--- src/rtl/uart_tx_peripheral.sv ---
// Memory-mapped 8N1 UART transmitter with a small TX FIFO.
// Registers (addr_i[3:2]): 0 TXDATA, 1 STATUS, 2 DIVISOR, 3 reserved.
module uart_tx_peripheral #(
   parameter int FIFO_DEPTH      = 8,
   parameter int CLK_DIV_DEFAULT = 434
) (
   input  logic        clk,
   input  logic        rst,
   input  logic        rd_en_i,
   input  logic        wr_en_i,
   input  logic [31:0] addr_i,
   input  logic [31:0] data_i,
   output logic [31:0] data_o,
   output logic        tx_o
);

   localparam int AW = $clog2(FIFO_DEPTH);
   localparam int CW = AW + 1;

   typedef enum logic [1:0] {IDLE, START, DATA, STOP} state_t;

   // FIFO storage and bookkeeping
   logic [7:0]    r_mem [FIFO_DEPTH];
   logic [AW-1:0] r_wr_ptr;
   logic [AW-1:0] r_rd_ptr;
   logic [CW-1:0] r_count;
   logic          r_ovf;
   logic [15:0]   r_div;

   // Serial engine state
   state_t        r_state;
   logic [7:0]    r_shift;
   logic [2:0]    r_bit_idx;
   logic [15:0]   r_timer;
   logic [15:0]   r_div_lat;

   logic [1:0]    w_sel;
   logic          w_push_req;
   logic          w_push;
   logic          w_pop;
   logic          w_full;
   logic          w_empty;
   logic          w_busy;
   logic          w_bit_end;
   logic [7:0]    w_rd_data;
   logic [31:0]   w_status;
   logic          w_unused;

   assign w_sel      = addr_i[3:2];
   assign w_full     = (r_count == CW'(FIFO_DEPTH));
   assign w_empty    = (r_count == '0);
   assign w_busy     = (r_state != IDLE);
   assign w_bit_end  = (r_timer == 16'd0);
   assign w_push_req = wr_en_i && (w_sel == 2'd0);
   // Full is judged before the edge, so a same-edge pop cannot rescue a push
   assign w_push     = w_push_req && !w_full;
   // The engine takes a byte when idle, or back-to-back at the end of a stop bit
   assign w_pop      = !w_empty && ((r_state == IDLE) || ((r_state == STOP) && w_bit_end));
   assign w_rd_data  = r_mem[r_rd_ptr];
   assign w_status   = {16'd0, 8'(r_count), 4'd0, r_ovf, w_empty, w_full, w_busy};
   assign w_unused   = ^{addr_i[31:4], addr_i[1:0], data_i[31:16]};

   // FIFO data array (no reset needed; pointers define validity)
   always_ff @(posedge clk) begin
      if (w_push) r_mem[r_wr_ptr] <= data_i[7:0];
   end

   // FIFO pointers, occupancy and sticky overflow flag
   always_ff @(posedge clk or posedge rst) begin
      if (rst) begin
         r_wr_ptr <= '0;
         r_rd_ptr <= '0;
         r_count  <= '0;
         r_ovf    <= 1'b0;
      end else begin
         if (w_push) r_wr_ptr <= r_wr_ptr + AW'(1);
         if (w_pop)  r_rd_ptr <= r_rd_ptr + AW'(1);
         case ({w_push, w_pop})
            2'b10:   r_count <= r_count + CW'(1);
            2'b01:   r_count <= r_count - CW'(1);
            default: r_count <= r_count;
         endcase
         if (w_push_req && w_full)
            r_ovf <= 1'b1;
         else if (wr_en_i && (w_sel == 2'd1) && data_i[3])
            r_ovf <= 1'b0;
      end
   end

   // Baud divisor register, clamped so every bit lasts at least 2 clocks
   always_ff @(posedge clk or posedge rst) begin
      if (rst) begin
         r_div <= 16'(CLK_DIV_DEFAULT);
      end else if (wr_en_i && (w_sel == 2'd2)) begin
         r_div <= (data_i[15:0] < 16'd2) ? 16'd2 : data_i[15:0];
      end
   end

   // Registered read port; holds its value between reads
   always_ff @(posedge clk or posedge rst) begin
      if (rst) begin
         data_o <= '0;
      end else if (rd_en_i) begin
         case (w_sel)
            2'd1:    data_o <= w_status;
            2'd2:    data_o <= {16'd0, r_div};
            default: data_o <= '0;
         endcase
      end
   end

   // Bit-serial frame engine; divisor is latched per frame so mid-frame writes wait
   always_ff @(posedge clk or posedge rst) begin
      if (rst) begin
         r_state   <= IDLE;
         r_shift   <= '0;
         r_bit_idx <= '0;
         r_timer   <= '0;
         r_div_lat <= '0;
         tx_o      <= 1'b1;
      end else begin
         case (r_state)
            IDLE: begin
               if (w_pop) begin
                  r_shift   <= w_rd_data;
                  r_div_lat <= r_div;
                  r_timer   <= r_div - 16'd1;
                  tx_o      <= 1'b0;
                  r_state   <= START;
               end
            end
            START: begin
               if (w_bit_end) begin
                  tx_o      <= r_shift[0];
                  r_shift   <= {1'b0, r_shift[7:1]};
                  r_bit_idx <= 3'd0;
                  r_timer   <= r_div_lat - 16'd1;
                  r_state   <= DATA;
               end else begin
                  r_timer <= r_timer - 16'd1;
               end
            end
            DATA: begin
               if (w_bit_end) begin
                  r_timer <= r_div_lat - 16'd1;
                  if (r_bit_idx == 3'd7) begin
                     tx_o    <= 1'b1;
                     r_state <= STOP;
                  end else begin
                     r_bit_idx <= r_bit_idx + 3'd1;
                     tx_o      <= r_shift[0];
                     r_shift   <= {1'b0, r_shift[7:1]};
                  end
               end else begin
                  r_timer <= r_timer - 16'd1;
               end
            end
            STOP: begin
               if (w_bit_end) begin
                  if (w_pop) begin
                     r_shift   <= w_rd_data;
                     r_div_lat <= r_div;
                     r_timer   <= r_div - 16'd1;
                     tx_o      <= 1'b0;
                     r_state   <= START;
                  end else begin
                     r_state <= IDLE;
                  end
               end else begin
                  r_timer <= r_timer - 16'd1;
               end
            end
            default: r_state <= IDLE;
         endcase
      end
   end

endmodule

--- config.mk ---
export PLATFORM = sky130hd
export DESIGN_NAME = uart_tx_peripheral
export DESIGN_NICKNAME = d
export VERILOG_FILES = /design/src/rtl/uart_tx_peripheral.sv
export SDC_FILE = /design/constraint.sdc
export NUM_CORES = 1
export LEC_CHECK = 0
export CAP_MARGIN = 20
export CORE_MARGIN = 4
export CORE_UTILIZATION = 30
export CTS_BUF_LIST = sky130_fd_sc_hd__clkbuf_8 sky130_fd_sc_hd__clkbuf_16
export CTS_CLUSTER_SIZE = 24
export DETAILED_ROUTE_END_ITERATION = 8
export GPL_TIMING_DRIVEN = 0
export PLACE_DENSITY_LB_ADDON = 0.3
export SLEW_MARGIN = 20
export SYNTH_ARGS = -nofsm -noshare
export SYNTH_HDL_FRONTEND = slang
export SYNTH_SLANG_ARGS = --single-unit
--- constraint.sdc ---
create_clock -name clk -period 3.11 [get_ports clk]
set_clock_uncertainty 0.05 [all_clocks]
set_input_delay 0.933 -clock clk [delete_from_list [all_inputs] [get_ports clk]]
set_output_delay 0.933 -clock clk [all_outputs]
set_load 0.01 [all_outputs]
==> results of run 1 <==
registers in the layout, summed over array words and instances (netlist names):
name	flops
r_mem	64
data_o	16
r_div	16
r_div_lat	16
r_timer	16
r_shift	8
r_count	4
r_bit_idx	3
r_rd_ptr	3
r_wr_ptr	3
r_state	2
r_ovf	1
tx_o	1
cells by family after synthesis:
kind of cell,after synthesis,synth area share (%)
xor+xnor,44,4.94
fa+ha+maj,18,2.89
compound gates,104,9.12
simple gates,161,11.6
flops,153,53.3
mux,72,12.8
buf+inv,79,5.22
other cells,1,0.0481
final timing paths:
kind,start,endpoint,slack (ns),depth (start not counted)
max in group asynchronous,rst,r_div[1]$_DFFE_PP1P_,1.21,5
min in group asynchronous,rst,r_div[11]$_DFFE_PP0P_,0.82,2
min reg2reg,r_ovf$_DFFE_PP0P_,r_ovf$_DFFE_PP0P_,0.45,2
max,r_timer[0]$_DFF_PP0_,r_count[2]$_DFFE_PP0P_,0.21,13
min,r_ovf$_DFFE_PP0P_,r_ovf$_DFFE_PP0P_,0.45,2
max reg2reg,r_timer[0]$_DFF_PP0_,r_count[2]$_DFFE_PP0P_,0.21,13
metal layers:
layer | vias to the layer above | GRT usage (%) | wire, µm
met4 | 0 | 3.71 | 223
li1 | 2464 | - | -
met2 | 116 | 20.3 | 8470
met1 | 2547 | 18.8 | 8630
met3 | 11 | 2.84 | 786
met5 | - | 0 | 0
placed cells by master, fill, tap and decap left out, drive strengths merged, types with 8 or more instances in the layout:
cell and n:
mux2i 17, conb 16, nand2 49, nor2 26
a21oi 13, xnor2 32, dfrtp 83, edfxtp 64
mux2 39, nand3 20, clkdlybuf4s50 38, a22oi 8
mux4 16, buf 35, nor3 16, nor4 14
o22ai 12, ha 18, clkbuf 30, xor2 12
inv 44, o21ai 30
per-stage QoR:
stage / area, µm² / std cells / utilization (%) / power, W
6_report: 9370 / 1051 / 36.9 / 0.00873
4_1_cts: 9330 / 1049 / 36.7 / 0.00875
3_3_place_gp: 8650 / 1015 / 34.0 / 0.00658
3_5_place_dp: 8730 / 1018 / 34.4 / 0.00663
2_1_floorplan: 7860 / 647 / - / 0.00572
5_1_grt: 9370 / 1051 / 36.9 / 0.00933
repair_timing:
action | 4_1_cts | 5_1_grt
pin swaps | 0 | 1
gates resized for setup | 3 | 4
setup buffers | 0 | 2
endpoints found under the setup margin | 10 | 1
worst register-to-register path: cells and delay by family, from the launching register on:
family                     cells  cell delay, ns
and+or+nand+nor                3            0.71
adders and majority gates      3            0.63
DFF                            1            0.41
xor gates and xnor gates       3            0.38
AOI/OAI and AO/OA              2            0.34
buffers and inverters          2            0.29
report_power, final:
group	leakage, nW	switching (W)	internal (W)
registers	1.68	0.000474	0.00255
logic	1.56	0.00187	0.00175
clock network	0.293	0.000936	0.00115
total	3.54	0.00327	0.00546
cell type report:
class / instances / area [µm²]
clock buffers: 17 / 425
inverters: 35 / 140
flip-flops and latches: 153 / 4160
multi-input cells: 415 / 3320
clock inverters: 15 / 173
well taps: 330 / 413
fillers: 2496 / 16000
plain buffers: 43 / 270
repair buffers: 43 / 463
==> flow_summary_export.csv, run 1 <==
group,metric,value,unit
yosys,yosysUniqueCellTypes,63,
worst_setup_path,crit_path_start_kind,"flip-flop",
clock_network,clk_latency,0.42,ns
placement,routabilityCongestion,0.785,
job,drv_cap,0,
global_routing,globalRouteOverflowTotal,0,
drt,drc,0,
global_routing,grt_start_max_net_pins,30,
sta,relSlewSlack,46.6,%
yosys,synth-async-reset-ratio,58.2,%
drt,wl_per_cell,17.2,µm
clock_network,cts_buffer_depth,2,
layout,layout.nets,794,
yosys,ys_top_cells_by_count,"dfrtp_1, edfxtp_1, nand2_1",
placement,port_buffers,38,
drt,drt_first_pass_iters,4,
drt,drt_iter0_drc,355,
global_routing,antenna_found_initial,0,
clock_network,path_clk_slew,0.07,ns
sta,timing.final.ws_setup,0.208,ns
pwr,vdd_drop_max,0.472,mV
worst_setup_path,slowest_stage,"dfrtp_1",
floorplan,row_count,58,
worst_setup_path,critPathKind,"reg -> reg",
yosys,synth_area_per_cell,12.3,µm²
yosys,synth_most_common_cell,"dfrtp_1",
sta,hold_ws,0.445,ns
floorplan,fp.coreArea,25400,µm²
clock_network,numCtsBuffers,17,
worst_setup_path,critical_path_arrival,3.16,ns
sta,period_needed,2.90,ns
global_routing,grt_pass1_vias,5214,
yosys,synth_warnings,0,
pwr,leakage,3.54,nW
yosys,synthFlopType,"dfrtp_1",
floorplan,chipWidth,169,µm
global_routing,grt.total_usage,13.2,%
run_status,status,"finished, final reports clean",
yosys,synth_top_area_cell,"dfrtp_1",
sta,fin_tns_setup,0,ns
placement,dp_hpwl,13200,µm
floorplan,die_y,169,µm
worst_setup_path,crit_path_frequent_cell,"xor2_1",
drt,antenna_left,0,
sta,finalHoldViolCount,0,
layout,drive_gt1_share,20.5,%
pwr,power.density,933,nW/µm²
layout,area_growth,20.1,%
worst_setup_path,crit_family,"simple AND/OR/NAND/NOR gates",
clock_network,cts_hold_buf,0,
clock_network,tritoncts,"built",
clock_network,htreeDepth,4,
yosys,synth_edf_count,64,
worst_setup_path,path_cells,"inv_1 > ha_4 > nor4bb_4 > a41oi_2 > or2_4 > inv_6 > ha_2 > xor2_1 > ha_1 > a21oi_1 > xor2_1 > nor2_1 > xor2_1",
layout,n_antenna_cell,0,
sta,tightestPinTransition,0.797,ns
sta,min_period_over_period,93.3,%
sta,finalSetupViolations,0,
yosys,ys_seq_area_share,53.3,%
worst_setup_path,cpPeakStageDelay,0.41,ns
yosys,synthTopCellsByArea,"dfrtp_1, edfxtp_1, mux4_2",
worst_setup_path,endpoint_kind,"flip-flop",
global_routing,grt_pass1_wl,29600,µm
floorplan,io_pins,101,
drt,vias_per_cell,4.89,
worst_setup_path,critPathMaxFanout,13,
hold_path,hold_class,"reg -> reg",
placement,dpl_worst_slack,-0.570,ns
yosys,ys_seq_elements,153,
drt,routed_wl,18100,µm
clock_network,cts.sink_count,153,
drt,vias,5138,
floorplan,initial_core_util,30.7,%
yosys,synth_top_cell_area_share,26.6,%
floorplan,die_area,28600,µm²
worst_setup_path,required,3.37,ns
worst_setup_path,cp.buffers_inverters,2,
sta,maxSlewViolCount,0,
sta,max_freq,345,MHz
yosys,synth_area,7790,µm²
sta,rsz0062_at_grt,"false",
clock_network,root_buffer,"clkbuf_16",
yosys,syn_inst,632,
Power figures use the tool's default switching activity.
==> inputs of run 2 (changes only) <==
--- a/config.mk
+++ b/config.mk
@@ -8,7 +8,6 @@
 export CAP_MARGIN = 20
 export CORE_MARGIN = 4
 export CORE_UTILIZATION = 30
-export CTS_BUF_LIST = sky130_fd_sc_hd__clkbuf_8 sky130_fd_sc_hd__clkbuf_16
 export CTS_CLUSTER_SIZE = 24
 export DETAILED_ROUTE_END_ITERATION = 8
 export GPL_TIMING_DRIVEN = 0
==> results of run 2 <==
Final layout, timing and power as in run 1 (identical DEF).
